===== config.mk =====
export PLATFORM = sky130hd
export DESIGN_NAME = rr_arb_mux
export DESIGN_NICKNAME = d
export VERILOG_FILES = /design/src/rtl/rr_arb_mux.sv
export SDC_FILE = /design/constraint.sdc
export NUM_CORES = 1
export LEC_CHECK = 0
export ABC_AREA = 1
export CAP_MARGIN = 20
export CORE_MARGIN = 3
export CORE_UTILIZATION = 36
export DETAILED_ROUTE_END_ITERATION = 16
export GPL_TIMING_DRIVEN = 0
export PLACE_DENSITY_LB_ADDON = 0.05
export SETUP_SLACK_MARGIN = 0.4
export SKIP_LAST_GASP = 1
export SLEW_MARGIN = 20
export SYNTH_ARGS = -nofsm -noshare
export SYNTH_HDL_FRONTEND = slang
export SYNTH_SLANG_ARGS = --single-unit

===== constraint.sdc =====
create_clock -name clk -period 2.4 [get_ports clk]
set_input_delay 0.48 -clock clk [delete_from_list [all_inputs] [get_ports clk]]
set_output_delay 0.48 -clock clk [all_outputs]
set_load 0.1 [all_outputs]

===== src/rtl/rr_arb_mux.sv =====
// N-input registered mux with a valid/ready handshake and round-robin or fixed-priority arbitration.
// Each channel has its own lane instance that gates its word and ready onto the shared path.

module rr_arb_mux_lane #(
  parameter int WIDTH = 8
) (
  input  logic             gnt,
  input  logic             load_en,
  input  logic             vld,
  input  logic [WIDTH-1:0] data,
  output logic             rdy,
  output logic [WIDTH-1:0] data_m
);
  assign rdy    = gnt & load_en & vld;
  assign data_m = gnt ? data : '0;
endmodule

module rr_arb_mux #(
  parameter int WIDTH = 8,
  parameter int N_IN  = 4,
  parameter int MODE  = 0,
  localparam int SEL_W = (N_IN > 2) ? $clog2(N_IN) : 1
) (
  input  logic                  clk,
  input  logic                  rst_n,
  input  logic [N_IN*WIDTH-1:0] in_data,
  input  logic [N_IN-1:0]       in_valid,
  output logic [N_IN-1:0]       in_ready,
  output logic [WIDTH-1:0]      out_data,
  output logic [SEL_W-1:0]      out_sel,
  output logic                  out_valid,
  input  logic                  out_ready
);
  logic [WIDTH-1:0]            out_data_q, out_data_d;
  logic [SEL_W-1:0]            out_sel_q, out_sel_d;
  logic                        out_valid_q, out_valid_d;
  logic [SEL_W-1:0]            ptr_q, ptr_d;

  logic                        load_en, lane_en, any_vld;
  logic [SEL_W-1:0]            gnt_idx;
  logic [N_IN-1:0]             gnt_oh;
  logic [N_IN-1:0][WIDTH-1:0]  lane_data;
  logic [WIDTH-1:0]            mux_data;

  assign load_en = !out_valid_q | out_ready;
  // Reset also clears in_ready, since an empty output register would otherwise look loadable.
  assign lane_en = load_en & rst_n;
  assign any_vld = |in_valid;

  always_comb begin
    int  idx;
    logic found;
    gnt_idx = '0;
    found   = 1'b0;
    idx     = 0;
    if (MODE == 1) begin
      for (int i = N_IN - 1; i >= 0; i--)
        if (in_valid[i]) gnt_idx = SEL_W'(i);
    end else begin
      // Scan from ptr with an explicit modulo-N_IN wrap so non-power-of-2 N_IN works.
      for (int k = 0; k < N_IN; k++) begin
        idx = int'(ptr_q) + k;
        if (idx >= N_IN) idx = idx - N_IN;
        if (!found && in_valid[idx]) begin
          found   = 1'b1;
          gnt_idx = SEL_W'(idx);
        end
      end
    end
  end

  for (genvar i = 0; i < N_IN; i++) begin : g_lane
    assign gnt_oh[i] = any_vld && (gnt_idx == SEL_W'(i));
    rr_arb_mux_lane #(.WIDTH(WIDTH)) u_lane (
      .gnt     (gnt_oh[i]),
      .load_en (lane_en),
      .vld     (in_valid[i]),
      .data    (in_data[i*WIDTH +: WIDTH]),
      .rdy     (in_ready[i]),
      .data_m  (lane_data[i])
    );
  end

  always_comb begin
    mux_data = '0;
    for (int i = 0; i < N_IN; i++) mux_data = mux_data | lane_data[i];
  end

  always_comb begin
    out_valid_d = out_valid_q;
    out_data_d  = out_data_q;
    out_sel_d   = out_sel_q;
    ptr_d       = ptr_q;
    if (load_en) begin
      out_valid_d = any_vld;
      if (any_vld) begin
        out_data_d = mux_data;
        out_sel_d  = gnt_idx;
        if (MODE == 0)
          ptr_d = (gnt_idx == SEL_W'(N_IN - 1)) ? '0 : SEL_W'(gnt_idx + 1'b1);
      end
    end
  end

  always_ff @(posedge clk or negedge rst_n) begin
    if (!rst_n) begin
      out_valid_q <= 1'b0;
      out_data_q  <= '0;
      out_sel_q   <= '0;
      ptr_q       <= '0;
    end else begin
      out_valid_q <= out_valid_d;
      out_data_q  <= out_data_d;
      out_sel_q   <= out_sel_d;
      ptr_q       <= ptr_d;
    end
  end

  assign out_data  = out_data_q;
  assign out_sel   = out_sel_q;
  assign out_valid = out_valid_q;
endmodule


## After elaboration in Yosys (flattened, before gate mapping)

Index checks and enable logic that the tools add are counted.

| word-level totals | value |
|---|---|
| register bits after elaboration | 13 |
| input port bits | 39 |
| output and inout bits | 15 |
| logic and storage cells | 78 |

| operators by class | value |
|---|---|
| $add $sub $neg | 8 |
| magnitude comparators | 8 |
| eq/ne operators | 3 |
| muxes and demuxes | 28 |
| bitwise logic cells | 13 |
| reductions and logical operators | 14 |

Operator list:

| kind | count |
|---|---|
| < comparator 32 x 4 -> 1 bit (second input constant) | 4 |
| 2-to-1 mux 32 bit | 4 |
| 2-to-1 mux 8 bit | 4 |
| OR 8 bit | 3 |
| subtractor 3 x 3 -> 4 bit (second input constant) | 3 |
| 2-to-1 mux 1 bit | 11 |
| 2-to-1 mux 2 bit | 5 |
| AND 1 bit | 9 |
| greater-or-equal comparator 3 bit (second input constant) | 3 |
| binary-select mux 1 bit (select 2 bit) | 4 |
| logical AND 1 bit | 7 |
| adder 2 x 2 -> 3 bit (second input constant) | 2 |
| == test 2 bit (second input constant) | 2 |
| logical NOT 1 bit | 4 |
| OR reduction 4 bit | 1 |
| subtractor 2 x 3 -> 4 bit (second input constant) | 1 |
| adder 2 x 1 -> 3 bit (second input constant) | 1 |
| greater-or-equal comparator 2 x 3 -> 1 bit (second input constant) | 1 |
| adder 2 x 1 -> 2 bit (second input constant) | 1 |
| == test 2 x 1 -> 1 bit (second input constant) | 1 |
| logical NOT 2 bit | 1 |
| AND reduction 2 bit | 1 |
| OR 1 bit | 1 |

## Longest topological paths before layout

| logic depth | value |
|---|---|
| depth after elaboration | 21 |
| mapped depth | 17 |
| gate-level depth less buffers | 14 |

## By module

From an unflattened synthesis, not the netlist that was laid out.

| second synthesis, totals | value |
|---|---|
| cells, all modules | 204 |
| area, all modules | 1257.5 um^2 |

Modules (own cells, without submodules):

| module | times used | cells an instance | area each (um^2) | seq. area each (um^2) |
|---|---|---|---|---|
| rr_arb_mux | 1 | 124 | 907.1 | 325.3 |
| rr_arb_mux_lane | 4 | 20 | 87.6 | 0.0 |

## Least setup slack after synthesis

No wires, ideal clock.

| timing | value |
|---|---|
| kind | input-to-output |
| from | input in_valid[3] |
| to | output in_ready[2] |
| arrival | 2108 ps |
| data required time | 1920 ps |
| path slack | -188 ps |
| stages on the path | 13 |
| path buffers | 2 |
| cell sequence | inv_1 > nand2_1 > and2_4 > nor3_4 > inv_1 > nand2_2 > nand2_2 > inv_1 > ha_1 > clkbuf_1 > nand2_1 > nor2_1 > buf_4 |

| on the way | value |
|---|---|
| word-level cells in the longest chain between the ends | 17 |
| elaborated cells on any way between the ends | 30 |
| those cells by class | eq/ne (1); mux (19); bitwise (2); reduce/logical (8) |

RTL lines:

| what | RTL line | source |
|---|---|---|
| from (decl) | 27 | `input logic [N_IN-1:0] in_valid,` |
| binary-select mux 1 bit (select 2 bit) | 64 | `if (!found && in_valid[idx]) begin` |
| 2-to-1 mux 1 bit (implied by the code) (2 in series) | 64 |  |
| 2-to-1 mux 1 bit | 64 |  |
| logical NOT 1 bit | 64 |  |
| logical AND 1 bit | 64 |  |
| 2-to-1 mux 1 bit | 64 |  |
| logical NOT 1 bit | 64 |  |
| logical AND 1 bit | 64 |  |
| 2-to-1 mux 1 bit | 64 |  |
| logical NOT 1 bit | 64 |  |
| logical AND 1 bit | 64 |  |
| 2-to-1 mux 2 bit * | 64 |  |
| via gnt_idx[0] | 40 | `logic [SEL_W-1:0] gnt_idx;` |
| == test 2 bit * | 73 | `assign gnt_oh[i] = any_vld && (gnt_idx == SEL_W'(i));` |
| logical AND 1 bit * | 73 |  |
| AND 1 bit * (2 in series) | 14 | `assign rdy = gnt & load_en & vld;` |
| to (decl) | 28 | `output logic [N_IN-1:0] in_ready,` |

The timed path passes the listed nets; every way through them passes the cells marked *. The select of a mux whose other input is x is not followed.

## Final worst setup path

| timing | value |
|---|---|
| from | register ptr_q[0] |
| to | output in_ready[1] |

| on the way | value |
|---|---|
| word-level cells in the longest chain between the ends | 19 |
| elaborated cells on any way between the ends | 44 |
| those cells by class | add/sub (7); order compare (4); eq/ne (1); mux (23); bitwise (2); reduce/logical (7) |

RTL lines:

| what | RTL line | source |
|---|---|---|
| from (decl) | 37 | `logic [SEL_W-1:0] ptr_q, ptr_d;` |
| from (signal assigned) | 115 | `ptr_q <= ptr_d;` |
| parallel branches: the longest is 14 deep, another holds subtractor 3 x 3 -> 4 bit | - |  |
| 2-to-1 mux 2 bit * | 64 |  |
| via gnt_idx[1] | 40 |  |
| == test 2 x 1 -> 1 bit * | 73 |  |
| logical AND 1 bit * | 73 |  |
| AND 1 bit * (2 in series) | 14 |  |

Mark *: on every way through the listed nets, which the timed path passes. The select of a mux whose other input is x is not followed.

==> flow_summary_export.csv <==
group,metric,value,unit
status,outcome,"finished, violations left",
status,violations,"setup timing",
floorplanning,die_y,61.2,µm
cts,tritoncts,"done",
worst_setup_path,r2r_slack,100,ps
routing,drc,0,
cts,root_buffer,"clkbuf_4",
grt,antenna_found_initial,0,
yosys,avgSynthCellArea,6.89,µm²
placement,gp_congestion,0.864,
routing,firstDrtPassIters,5,
yosys,synth_cell_types,23,
grt,grt_pass1_vias,1383,
floorplanning,core,2830,µm²
yosys,synth_warnings,0,
sta,worst_pin_slew,976,ps
yosys,netlist_area,1100,µm²
sta,hold_viol_final,0,
floorplanning,die_w,61.2,µm
grt,grt_max_degree,15,
sta,slew_headroom,35.2,%
worst_setup_path,worstSetupEndpointType,"output pin",
cts,clkSinkCount,13,
cts,cts_max_path_buffers,2,
grt,gr-total-overflow,0,
worst_setup_path,required,1920,ps
cts,cts_hold_buf,0,
cells_and_area,drive_above_1_share,41.2,%
worst_hold_path,hold_start,"out_sel[0]",
cells_and_area,fin_nets,270,
routing,num_vias,1410,
cells_and_area,diodes,0,
yosys,syn-num-nets,202,
routing,drtAntennaViolNets,0,
worst_setup_path,cp.arrival,2410,ps
floorplanning,io_pins,54,
yosys,synth.top_cell.area_share,29.7,%
worst_setup_path,crit_fanout,6,
worst_setup_path,startpoint,"ptr_q[0]",
routing,wire_per_inst,17.1,µm
cts,numCtsBuffers,3,
sta,hold_ws,508,ps
cells_and_area,fin_area,2250,µm²
sta,setup_violations,4,
routing,drtIter0Drc,56,
worst_setup_path,critPathKind,"reg2out",
cells_and_area,fill_cells,190,
yosys,synth.yosys.seq_area_share,29.7,%
cts,htree_levels,1,
placement,port_buffers,53,
sta,fmax,346,MHz
yosys,synth_area_leaders,"dfrtp_1 30%, nand2_1 13%, nand3_1 13%",
yosys,yosys.area.top_type,"dfrtp_1",
sta,rsz0062_at_grt,"true",
sta,final_max_slew_viol_count,0,
worst_hold_path,hp-class,"reg2reg",
sta,period_share,120,%
placement,dp_hpwl,2.76,mm
cts,clk_pin_slew,90,ps
yosys,synth_cells,159,
sta,min_period,2890,ps
grt,grtUsageTotal,22.5,%
cells_and_area,syn_to_final_growth,105,%
yosys,yosys_register_bits,13,
worst_setup_path,r2r-start,"ptr_q[0]",
routing,viasPerCell,5.49,
routing,drt-total-wl,4.40,mm
flow_run,maxCapViolCount,0,
sta,fin_worst_skew,7.40,ps
worst_setup_path,setup.worst_path.start_class,"flip-flop",
sta,finalWorstSetupSlack,-491,ps
floorplanning,num_rows,19,
placement,placed_cell_area,1810,µm²
grt,grt_first_pass_wirelength,6.32,mm
floorplanning,initial_core_util,38.7,%
floorplanning,die_area,3740,µm²
cts,clkLatencyLatePin,280,ps
what timing repair did:
action                                  4_1_cts  5_1_grt
endpoints found under the setup margin       24       20
gates resized for setup                      80       38
pin swaps                                    16       18
buffers inserted                              8        2
cells in the final DEF, fill, tap and decap left out:
cell	n
a21oi_2	5
nor2_4	3
nand2_2	9
clkbuf_2	1
inv_4	2
a41oi_2	8
clkbuf_4	3
buf_6	6
and2_4	1
nand4_2	1
or2_0	1
o21ai_0	1
ha_4	4
nor3_4	1
clkbuf_1	1
nand2_4	9
a21oi_1	3
nor2_2	1
clkbuf_16	4
nand3_1	17
clkdlybuf4s15_1	7
buf_12	6
nand2_1	30
clkdlybuf4s50_1	34
dlygate4sd2_1	7
o21ai_4	1
nand3_2	8
buf_2	4
dfrtp_1	13
inv_1	9
nand3_4	5
inv_8	1
nor2_1	10
buf_4	7
inv_2	3
path summary, 6_finish.rpt:
path                            depth (start not counted)           to
worst max-delay path                                   16  in_ready[1]
worst min-delay path                                    2   out_sel[0]
worst max register to register                         16  out_data[7]
worst min register to register                          2   out_sel[0]
max in group asynchronous                               1  out_data[7]
min in group asynchronous                               1     ptr_q[0]
per-stage QoR:
stage / setup slack (ps) / util [%] / setup TNS [ps] / std cells
floorplan: 30.2 / - / 0 / 159
global placement: -1660 / 64.0 / -7650 / 243
detailed placement: -1720 / 64.0 / -8460 / 243
CTS: -464 / 73.2 / -1830 / 255
global route: -631 / 79.6 / -2540 / 257
finish: -491 / 79.6 / -1910 / 257
sequential cells by signal, summed over array words and instances (netlist names):
name / flops
out_sel: 2
ptr_q: 2
out_valid: 1
out_data: 8
cell families (layout without fill, tap and decap cells):
logic type / count (synthesis) / in the layout / share of synthesized area [%]
and+or+nand+nor: 96 / 96 / 41.9
buffers and inverters: 28 / 95 / 12.6
AOI/OAI and AO/OA: 18 / 18 / 11.3
DFF: 13 / 13 / 29.7
adders and majority gates: 4 / 4 / 4.57
cell type report:
type	count	area, µm²	share of cell area, %
buffer	13	185	8.23
clock buffer	4	26.3	1.17
inverter	15	68.8	3.06
multi-input combinational	118	955	42.4
sequential	13	325	14.5
tap	31	38.8	1.72
timing repair buffer	63	652	29.0
worst max-delay path, stage by stage (launching register included):
cell       delay, ps
dfrtp_1          380
buf_6            150
buf_6            130
nand2_4           60
nand2_4           50
nand2_4           70
nand2_4           70
nor3_4           190
nand3_2          120
nand2_4          140
inv_4             60
ha_4             150
clkbuf_16        130
nand2_1           70
nor2_1            50
buf_6            140
buf_12           150
layer usage:
metal	up-vias	wire length [µm]	GRT usage [%]	part of all wire, %
met4	0	29	1.86	0.66
met5	-	0	0	0
met3	6	282	4.61	6.4
li1	658	-	-	-
met1	682	1760	29.3	40
met2	64	2320	39.7	53
Yosys cell counts (all sizes together):
cell	count
nand2	48
nor3	1
inv	15
dfrtp	13
and2	1
buf	9
ha	4
or2	1
clkbuf	4
nand3	30
o21ai	2
nor2	14
a41oi	8
a21oi	8
nand4	1
Power is left out: the tool's default activity adds up to more than one toggle a clock period on the data nets, which glitch-free logic cannot reach.
